## src/rtl/clock_pkg.sv

```systemverilog
//==============================================================================
// Module      : clock_pkg
// Description : Shared types and BCD helpers for the clock time-setting path.
// Revision    : 1.0 - initial release
//==============================================================================
`default_nettype none

package clock_pkg;

    typedef enum logic [1:0] {
        RUN      = 2'd0,
        SET_HOUR = 2'd1,
        SET_MIN  = 2'd2,
        COMMIT   = 2'd3
    } state_t;

    localparam logic [7:0] HOUR_MAX = 8'h23;
    localparam logic [7:0] MIN_MAX  = 8'h59;

    // With both digits legal, a plain binary compare orders BCD values correctly.
    function automatic logic bcd_legal(input logic [7:0] value, input logic [7:0] max);
        return (value[7:4] <= 4'd9) && (value[3:0] <= 4'd9) && (value <= max);
    endfunction

endpackage

`default_nettype wire

```

## src/rtl/bcd_inc.sv

```systemverilog
//==============================================================================
// Module      : bcd_inc
// Description : Combinational two-digit BCD increment, wrapping to 00 at limit.
// Revision    : 1.0 - initial release
//==============================================================================
`default_nettype none

module bcd_inc (
    input  logic [7:0] value,
    input  logic [7:0] limit,
    output logic [7:0] result
);

    always_comb begin
        if (value >= limit) begin
            result = 8'h00;
        end else if (value[3:0] >= 4'd9) begin
            result = {value[7:4] + 4'd1, 4'd0};
        end else begin
            result = {value[7:4], value[3:0] + 4'd1};
        end
    end

endmodule

`default_nettype wire

```

## src/rtl/time_set_ctrl.sv

```systemverilog
//==============================================================================
// Module      : time_set_ctrl
// Description : Button-driven hour/minute set sequencer with blink and load.
// Revision    : 1.0 - initial release
//==============================================================================
`default_nettype none

module time_set_ctrl
    import clock_pkg::*;
#(
    parameter int TIMEOUT_S = 10
) (
    input  logic       clk,
    input  logic       rst_n,
    input  logic       tick_1hz,
    input  logic       btn_mode,
    input  logic       btn_inc,
    input  logic [7:0] cur_hour,
    input  logic [7:0] cur_min,
    output logic [7:0] set_hour,
    output logic [7:0] set_min,
    output logic       load,
    output logic       setting,
    output logic       blink_hour,
    output logic       blink_min
);

    localparam logic [5:0] c_idle_last = 6'(TIMEOUT_S - 1);

    state_t     r_state;
    logic [7:0] r_set_hour;
    logic [7:0] r_set_min;
    logic       r_load;
    logic       r_setting;
    logic       r_blink_hour;
    logic       r_blink_min;
    logic       r_blink_phase;
    logic [5:0] r_idle_cnt;

    state_t     w_state_nxt;
    logic [7:0] w_hour_nxt;
    logic [7:0] w_min_nxt;
    logic       w_phase_nxt;
    logic [5:0] w_idle_nxt;
    logic [7:0] w_hour_inc;
    logic [7:0] w_min_inc;

    bcd_inc u_hour_inc (
        .value  (r_set_hour),
        .limit  (HOUR_MAX),
        .result (w_hour_inc)
    );

    bcd_inc u_min_inc (
        .value  (r_set_min),
        .limit  (MIN_MAX),
        .result (w_min_inc)
    );

    // btn_mode outranks btn_inc, and any button outranks the terminal tick.
    always_comb begin
        w_state_nxt = r_state;
        w_hour_nxt  = r_set_hour;
        w_min_nxt   = r_set_min;
        w_phase_nxt = r_blink_phase;
        w_idle_nxt  = r_idle_cnt;
        case (r_state)
            RUN: begin
                w_phase_nxt = 1'b0;
                w_idle_nxt  = 6'd0;
                if (btn_mode) begin
                    w_state_nxt = SET_HOUR;
                    w_hour_nxt  = bcd_legal(cur_hour, HOUR_MAX) ? cur_hour : 8'h00;
                    w_min_nxt   = bcd_legal(cur_min, MIN_MAX) ? cur_min : 8'h00;
                end
            end
            SET_HOUR, SET_MIN: begin
                if (tick_1hz) begin
                    w_phase_nxt = ~r_blink_phase;
                    w_idle_nxt  = r_idle_cnt + 6'd1;
                end
                if (btn_mode) begin
                    w_state_nxt = (r_state == SET_HOUR) ? SET_MIN : COMMIT;
                    w_idle_nxt  = 6'd0;
                end else if (btn_inc) begin
                    if (r_state == SET_HOUR) begin
                        w_hour_nxt = w_hour_inc;
                    end else begin
                        w_min_nxt = w_min_inc;
                    end
                    w_phase_nxt = 1'b0;
                    w_idle_nxt  = 6'd0;
                end else if (tick_1hz && (r_idle_cnt == c_idle_last)) begin
                    w_state_nxt = RUN;
                    w_phase_nxt = 1'b0;
                    w_idle_nxt  = 6'd0;
                end
            end
            default: begin
                w_state_nxt = RUN;
                w_phase_nxt = 1'b0;
                w_idle_nxt  = 6'd0;
            end
        endcase
    end

    // Outputs are registered from next-state values so they line up with r_state.
    always_ff @(posedge clk) begin
        if (!rst_n) begin
            r_state       <= RUN;
            r_set_hour    <= 8'h00;
            r_set_min     <= 8'h00;
            r_load        <= 1'b0;
            r_setting     <= 1'b0;
            r_blink_hour  <= 1'b0;
            r_blink_min   <= 1'b0;
            r_blink_phase <= 1'b0;
            r_idle_cnt    <= 6'd0;
        end else begin
            r_state       <= w_state_nxt;
            r_set_hour    <= w_hour_nxt;
            r_set_min     <= w_min_nxt;
            r_load        <= (w_state_nxt == COMMIT);
            r_setting     <= (w_state_nxt != RUN);
            r_blink_hour  <= (w_state_nxt == SET_HOUR) && w_phase_nxt;
            r_blink_min   <= (w_state_nxt == SET_MIN) && w_phase_nxt;
            r_blink_phase <= w_phase_nxt;
            r_idle_cnt    <= w_idle_nxt;
        end
    end

    assign set_hour   = r_set_hour;
    assign set_min    = r_set_min;
    assign load       = r_load;
    assign setting    = r_setting;
    assign blink_hour = r_blink_hour;
    assign blink_min  = r_blink_min;

endmodule

`default_nettype wire

```

## config.mk

```make
export PLATFORM = sky130hd
export DESIGN_NAME = time_set_ctrl
export DESIGN_NICKNAME = d
export VERILOG_FILES = /design/src/rtl/clock_pkg.sv /design/src/rtl/bcd_inc.sv /design/src/rtl/time_set_ctrl.sv
export SDC_FILE = /design/constraint.sdc
export NUM_CORES = 1
export LEC_CHECK = 0
export CORE_MARGIN = 2
export CORE_UTILIZATION = 50
export DETAILED_ROUTE_END_ITERATION = 12
export PLACE_DENSITY = 0.84
export SKIP_CTS_REPAIR_TIMING = 1
export SYNTH_ARGS = -nofsm -noshare
export SYNTH_HDL_FRONTEND = slang
export SYNTH_HIERARCHICAL = 1
export SYNTH_SLANG_ARGS = --single-unit
```

## constraint.sdc

```tcl
create_clock -name clk -period 3.7 [get_ports clk]
set_input_delay 0.74 -clock clk [delete_from_list [all_inputs] [get_ports clk]]
set_output_delay 0.74 -clock clk [all_outputs]
set_load 0.02 [all_outputs]
```

==> impl_metrics.toml, run 1 <==
[floorplan]
top_level_ports = 41
die_h_um = 71.5
die_w_um = 71.5
coreArea_um2 = 4380
std_cell_rows = 24
initial_core_util_pct = 51.9
dieArea_um2 = 5110

[sta]
setup_tns_ns = 0
fin_crit_sh_pct = 62.7
layout_min_cycle_time_ns = 2.32
setup_viol = 0
worstMarginPinSlew_ns = 0.842
fmax_mhz = 431
finalClockSkew_ns = 0.00268
rsz0062_at_grt = "no"
slew_violations = 0
maxSlewHeadroom_pct = 43.9
finalHoldViolations = 0

[yosys]
synthCells = 250
yosys-top-cells-count = "dfxtp_1, ha_1, inv_1, nor2_1, nand2_1"
synth_warnings = 6
netlist.area_leader.share_pct = 25.5
ys_types = 49
synth_area_leader_cell = "dfxtp_1"
synth_edf_count = 0
async_reset_ff_share_pct = 0
synth_seq_area_share_pct = 25.5
syn_avg_cell_area_um2 = 9.10
synth_top_flop_cell = "dfxtp_1"
synth_area_um2 = 2280
ys_ff_latch = 29
yosys-top-cells-area = "dfxtp_1, ha_1, inv_1"

[power_and_ir_drop]
p_per_area_nw_per_um2 = 361
peakVddDrop_mv = 0.310
power_leakage_nw = 1.17

[routing]
viasPerCell = 5.42
drtAntennaViolNets = 0
vias = 1942
routed_wl_mm = 4.75
dr.pass1.iters = 4
avgRoutedWirePerCell_um = 13.3
drtIter0Drc = 105
route.detailed.drc = 0

[placement]
io_buffers = 40
dpl_cell_area_um2 = 2750
place.gp.congestion = 0.802
hpwl_mm = 3.64
dp.cells = 350

[setup_path]
cp.arrival_ns = 2.49
crit_chain = "inv_1, ha_1, nand4bb_2, o21a_1, a221oi_1, nor2_1"
start_kind = "flip-flop"
critPathMaxStageDelay_ns = 0.84
worstPathMaxFanout = 25
worst_path_dominant_cell_family = "adder cells"
critPathKind = "flip-flop to flip-flop"
end_kind = "flip-flop"
path_buf_inv = 1
crit_required_ns = 3.87
critPathSlowestCell = "ha_1"

[grt]
grt_usage_pct = 19.8
grt.overflow.total = 0
grt_max_degree = 26
grt_pass1_vias = 1817
grt_pass1_wl_mm = 8.13
antenna_found_initial = 0

[clock_network]
cts-htree-levels = 2
clock_path_buffers = 2
clk_latency_ns = 0.28
clock-sinks = 29
numCtsBuffers = 5
clk_pin_slew_worst_paths_ns = 0.06
cts_tree = "yes"
root_buffer = "clkbuf_8"

[finish]
final_area_um2 = 2830
final_util_pct = 64.5
layout-drive-gt1-share_pct = 12.4
n_antenna_cell = 0
nets = 355
syn2layout_area_growth_pct = 24.2
layoutNonFillerInstCount = 358

[job]
maxCapViolCount = 0

[min_path]
hp-class = "flip-flop to flip-flop"

[outcome]
status = "completed"
==> state kept, by name, summed over array words and instances, names as in the netlist <==
signal / cells
setting: 1
load: 1
blink_hour: 1
set_hour: 8
r_idle_cnt: 6
blink_min: 1
set_min: 8
r_state: 2
r_blink_phase: 1
==> layout by cell type (no fill, tap or decap), drive strengths merged, types with 7 or more instances in the layout <==
| master | count |
|---|---|
| clkdlybuf4s50 | 40 |
| ha | 29 |
| dfxtp | 29 |
| inv | 27 |
| nor2 | 25 |
| conb | 16 |
| o21ai | 14 |
| nand2 | 13 |
| nor3 | 10 |
| nand3 | 8 |
| a22oi | 7 |
| o2bb2ai | 7 |
| a21oi | 7 |
| xor2 | 7 |
==> final cells by class <==
cell class / instances / area (um^2)
well taps: 52 / 65.1
inverters: 27 / 101
flip-flops and latches: 29 / 581
fillers: 366 / 1560
repair buffers: 40 / 400
multi-input cells: 202 / 1600
clock inverters: 2 / 10.0
clock buffers: 6 / 72.6
==> where the power goes <==
part           switching [mW]  leakage [nW]  internal [mW]  total [mW]
Sequential             0.0378         0.236          0.338       0.376
Combinational           0.209         0.892          0.187       0.397
Clock                   0.118        0.0450          0.130       0.248
Total                   0.365          1.17          0.655        1.02
==> kinds of logic after synthesis <==
logic type | share of synthesized area (%)
AO/OA/AOI/OAI | 23.0
buffers and inverters | 6.60
other | 0.330
flip-flops | 25.5
XOR/XNOR | 5.66
AND/OR/NAND/NOR | 22.5
adder cells (fa/ha/maj) | 15.9
multiplexers | 0.440
==> layer usage <==
| layer | vias up | track usage [%] | wire length (um) |
|---|---|---|---|
| met5 | - | 0 | 0 |
| met4 | 0 | 8.18 | 95 |
| met3 | 10 | 4.78 | 201 |
| met2 | 47 | 33.6 | 2330 |
| met1 | 897 | 23.9 | 2120 |
| li1 | 988 | - | - |
==> tightest hold or removal path: stages, from the launching register on <==
cell and delay [ns]:
dfxtp_1 0.33, nor2_1 0.09, a211oi_1 0.05
==> per-stage QoR <==
stage                     worst slack, ns  total power [mW]  hold slack (ns)
final                                1.38              1.02            0.514
after global routing                 1.22              1.09            0.552
after CTS                            1.37              1.03            0.510
after detailed placement             1.23             0.776            0.505
after global placement               1.29             0.765            0.499
after floorplan                      1.66             0.666            0.484
==> path summary, 6_finish.rpt <==
path	startpoint	end	slack, ns	cells past startpoint
max	r_state[0]	set_hour[4]	1.38	6
min	r_idle_cnt[1]	r_idle_cnt[1]	0.51	2
max reg2reg	r_state[0]	set_hour[4]	1.38	6
min reg2reg	r_idle_cnt[1]	r_idle_cnt[1]	0.51	2
(Power assumes the default switching activity.)
==> inputs of run 2 (changes only) <==
--- a/config.mk
+++ b/config.mk
@@ -6,7 +6,7 @@
 export NUM_CORES = 1
 export LEC_CHECK = 0
 export CORE_MARGIN = 2
-export CORE_UTILIZATION = 50
+export CORE_UTILIZATION = 48
 export DETAILED_ROUTE_END_ITERATION = 12
 export PLACE_DENSITY = 0.84
 export SKIP_CTS_REPAIR_TIMING = 1
==> constraint.sdc (replaced) <==
create_clock -name clk -period 1.94 [get_ports clk]
set_input_delay 0.388 -clock clk [delete_from_list [all_inputs] [get_ports clk]]
set_output_delay 0.388 -clock clk [all_outputs]
set_load 0.02 [all_outputs]
==> impl_metrics.toml, run 2 (synthesis results as in run 1) <==
[outcome]
status = "complete, but fails checks"
violations = "setup timing"

[finish]
layout-drive-gt1-share_pct = 31.8
final_common_cell = "clkdlybuf4s50_1"
n_antenna_cell = 0
final_area_um2 = 3280
final_cell_mix = "clkdlybuf4s50_1, buf_4, inv_1, nor2_1, ha_1"
nets = 386
final_util_pct = 70.3
syn2layout_area_growth_pct = 44.0
multi_input_area_um2 = 1760
seq_area_um2 = 596
fillers = 335

[setup_path]
worstPathMaxFanout = 7
critPathKind = "flip-flop to flip-flop"
end_kind = "flip-flop"
cp.arrival_ns = 2.15
crit_chain = "ha_4, o21ai_2, or3_4, o211ai_4, nor3_2, a221oi_2, nor2_1"
worst_path_dominant_cell_family = "compound AO/OA/AOI/OAI gates"
start_kind = "flip-flop"
path_buf_inv = 0
critPathMaxStageDelay_ns = 0.40
crit_required_ns = 2.12
critPathSlowestCell = "or3_4"

[sta]
setup_viol = 3
finalClockSkew_ns = 0.00698
setup_tns_ns = -0.0664
layout_min_cycle_time_ns = 1.98
worst_slack_ns = -0.0374
fmax_mhz = 506
rsz0062_at_grt = "yes"
fin_crit_sh_pct = 102
slew_violations = 0
finalHoldViolations = 0

[clock_network]
clk_latency_ns = 0.29
clock_path_buffers = 2
root_buffer = "clkbuf_8"
clock-sinks = 29
numCtsBuffers = 5
cts_tree = "yes"
clk_pin_slew_worst_paths_ns = 0.07
cts-htree-levels = 2

[floorplan]
dieArea_um2 = 5310
top_level_ports = 41
initial_core_util_pct = 48.8
coreArea_um2 = 4660
die_h_um = 72.9
die_w_um = 72.9
std_cell_rows = 25

[grt]
grt_usage_pct = 22.1
grt.overflow.total = 0
grt_pass1_vias = 2041
use_met1_pct = 27.2
use_met2_pct = 38.7
grt_max_degree = 11
met3_usage_pct = 5.25
grt_pass1_wl_mm = 9.29
antenna_found_initial = 0
top_usage_layer = "met2"

[power_and_ir_drop]
pwr-share-clk_pct = 26.2
power_leakage_nw = 1.36
p_switching_uw = 821
total_power_mw = 2.35
p_per_area_nw_per_um2 = 717
seqPwrFrac_pct = 29.4
power.internal_mw = 1.53
peakVddDrop_mv = 0.531
swShare_pct = 34.9
pwr-share-comb_pct = 44.4

[placement]
dpl_cell_area_um2 = 3010
place.gp.congestion = 0.828
hpwl_mm = 4.17
dpl_worst_slack_ns = -0.0348
io_buffers = 40

[routing]
drtIter0Drc = 223
viasPerCell = 5.57
vias = 2173
route.detailed.drc = 0
routed_wl_mm = 6.00
drtAntennaViolNets = 0
avgRoutedWirePerCell_um = 15.4
dr.pass1.iters = 5

[min_path]
hp-class = "flip-flop to flip-flop"

[job]
maxCapViolCount = 0
-- run 2: cell types whose count changed in the layout (fill, tap and decap cells not counted), sizes merged --
cell,delta
clkbuf,-1
clkinv,-1
bufinv,+1
buf,+31
-- run 2: worst paths after layout --
check                 from            end  slack [ns]  cells past startpoint
max            set_hour[4]    set_hour[3]       -0.04                      7
min          r_idle_cnt[1]  r_idle_cnt[1]        0.51                      2
max reg2reg    set_hour[4]    set_hour[3]       -0.04                      7
min reg2reg  r_idle_cnt[1]  r_idle_cnt[1]        0.51                      2
-- run 2: final cells by class --
| class | instances | share of cell area (%) |
|---|---|---|
| flip-flops and latches | 29 | 18.2 |
| inverters | 27 | 3.09 |
| repair buffers | 71 | 19.8 |
| multi-input cells | 202 | 53.7 |
| clock buffers | 5 | 2.10 |
| well taps | 54 | 2.06 |
| clock inverters | 2 | 1.07 |
-- run 2: layer usage --
layer	share of wire [%]	up-vias	wire length (um)
met5	0	-	0
li1	-	1049	-
met2	52	70	3100
met1	42	1043	2530
met3	5.2	11	312
met4	0.98	0	59
-- run 2: power groups by stage --
stage	clock, mW	combinational (mW)	sequential [mW]
2_1_floorplan	0	0.514	0.765
3_3_place_gp	0	0.899	0.694
3_5_place_dp	0	0.930	0.695
5_1_grt	0.651	1.11	0.696
4_1_cts	0.618	0.937	0.683
6_report	0.615	1.04	0.692
-- run 2: worst register-to-register path, stage by stage, from the launching register on --
cell and delay, ns:
dfxtp_2 0.35, ha_4 0.26, o21ai_2 0.06, or3_4 0.40, o211ai_4 0.36, nor3_2 0.11, a221oi_2 0.26, nor2_1 0.07
-- run 2: through the flow --
stage / std cells / hold WS [ns]
2_1_floorplan: 264 / 0.484
3_3_place_gp: 381 / 0.498
3_5_place_dp: 381 / 0.505
4_1_cts: 388 / 0.512
5_1_grt: 390 / 0.553
6_report: 390 / 0.511
==> inputs of run 3 (changes only) <==
--- a/config.mk
+++ b/config.mk
@@ -8,7 +8,7 @@
 export CORE_MARGIN = 2
 export CORE_UTILIZATION = 48
 export DETAILED_ROUTE_END_ITERATION = 12
-export PLACE_DENSITY = 0.84
+export PLACE_DENSITY = 0.77
 export SKIP_CTS_REPAIR_TIMING = 1
 export SYNTH_ARGS = -nofsm -noshare
 export SYNTH_HDL_FRONTEND = slang
==> impl_metrics.toml, run 3 (synthesis results as in run 1) <==
[routing]
avgRoutedWirePerCell_um = 15.0
drtAntennaViolNets = 0
route.detailed.drc = 0
vias = 2126
drtIter0Drc = 138
routed_wl_mm = 5.87
dr.pass1.iters = 4
viasPerCell = 5.42

[grt]
grt.overflow.total = 0
use_met2_pct = 37.3
use_met1_pct = 26.9
top_usage_layer = "met2"
grt_usage_pct = 21.5
grt_max_degree = 12
met3_usage_pct = 4.97
grt_pass1_vias = 1989
antenna_found_initial = 0
grt_pass1_wl_mm = 8.92

[finish]
seq_area_um2 = 598
layout-drive-gt1-share_pct = 33.4
n_antenna_cell = 0
final_cell_mix = "clkdlybuf4s50_1, buf_4, inv_1, nor2_1, ha_1"
nets = 388
syn2layout_area_growth_pct = 45.8
fillers = 333
final_common_cell = "clkdlybuf4s50_1"
multi_input_area_um2 = 1790

[sta]
finalClockSkew_ns = 0.00655
fmax_mhz = 513
slew_violations = 0
holdWs_ns = 0.523
layout_min_cycle_time_ns = 1.95
worst_slack_ns = -0.00991
finalHoldViolations = 0
fin_crit_sh_pct = 101
rsz0062_at_grt = "yes"
setup_viol = 1

[clock_network]
clock_path_buffers = 2
clk_latency_ns = 0.28
root_buffer = "clkbuf_8"
numCtsBuffers = 5
cts_tree = "yes"
cts-htree-levels = 2
clock-sinks = 29
clk_pin_slew_worst_paths_ns = 0.07

[placement]
hpwl_mm = 4.11
place.gp.congestion = 0.816
dpl_worst_slack_ns = -0.0280
io_buffers = 40

[floorplan]
initial_core_util_pct = 48.8
coreArea_um2 = 4660
dieArea_um2 = 5310
std_cell_rows = 25
top_level_ports = 41
die_w_um = 72.9
die_h_um = 72.9

[outcome]
violations = "setup timing"
status = "complete, but fails checks"

[setup_path]
start_kind = "flip-flop"
r2r_slack_ns = -0.01
critPathKind = "flip-flop to flip-flop"
end_kind = "flip-flop"
crit_required_ns = 2.10
cp.arrival_ns = 2.11
worstPathMaxFanout = 7

[min_path]
hp-class = "flip-flop to flip-flop"

[power_and_ir_drop]
total_power_mw = 2.32
peakVddDrop_mv = 0.451
p_per_area_nw_per_um2 = 698
power_leakage_nw = 1.37

[job]
maxCapViolCount = 0
[run 3: changes by cell type in the layout (fill, tap and decap cells not counted), sizes merged]
cell / previous run / this run
buf: 31 / 33
[run 3: critical path, cell delays in order (launching register included)]
cell and delay, ns:
dfxtp_2 0.34, ha_4 0.27, nand3_1 0.10, or3_4 0.35, o211ai_4 0.31, a21oi_1 0.12, a221oi_2 0.28, nor2_1 0.08
[run 3: final timing paths]
kind | start | cells after the start | end
setup / recovery | set_hour[7] | 7 | set_hour[5]
hold / removal | r_idle_cnt[1] | 2 | r_idle_cnt[1]
setup reg to reg | set_hour[7] | 7 | set_hour[5]
hold reg to reg | r_idle_cnt[1] | 2 | r_idle_cnt[1]
[run 3: area by class of cell]
cell class	count	area share (%)
Clock buffer	5	2.07
Inverter	27	3.05
Multi-Input combinational cell	202	54.0
Clock inverter	2	1.06
Sequential cell	29	18.0
Timing Repair Buffer	73	19.8
Tap cell	54	2.04
[run 3: metrics by stage]
stage / instances / cell area, um^2 / utilization [%] / TNS [ns]
after floorplan: 264 / 2360 / - / 0
final: 392 / 3320 / 71.2 / -0.00991
after global placement: 381 / 3000 / 64.4 / -0.0100
after detailed placement: 381 / 3000 / 64.4 / -0.116
after global routing: 392 / 3320 / 71.2 / -0.412
after CTS: 388 / 3110 / 66.6 / -0.254
[run 3: where the power goes]
group | internal [mW] | switching [mW]
Sequential | 0.651 | 0.0389
Clock | 0.373 | 0.229
Combinational | 0.498 | 0.527
[run 3: metal layers]
layer  vias to the layer above  part of all wire, %
met5                         -                    0
met4                         0                  1.1
met3                         8                  2.9
met2                        51                   52
met1                      1014                   44
li1                       1053                    -
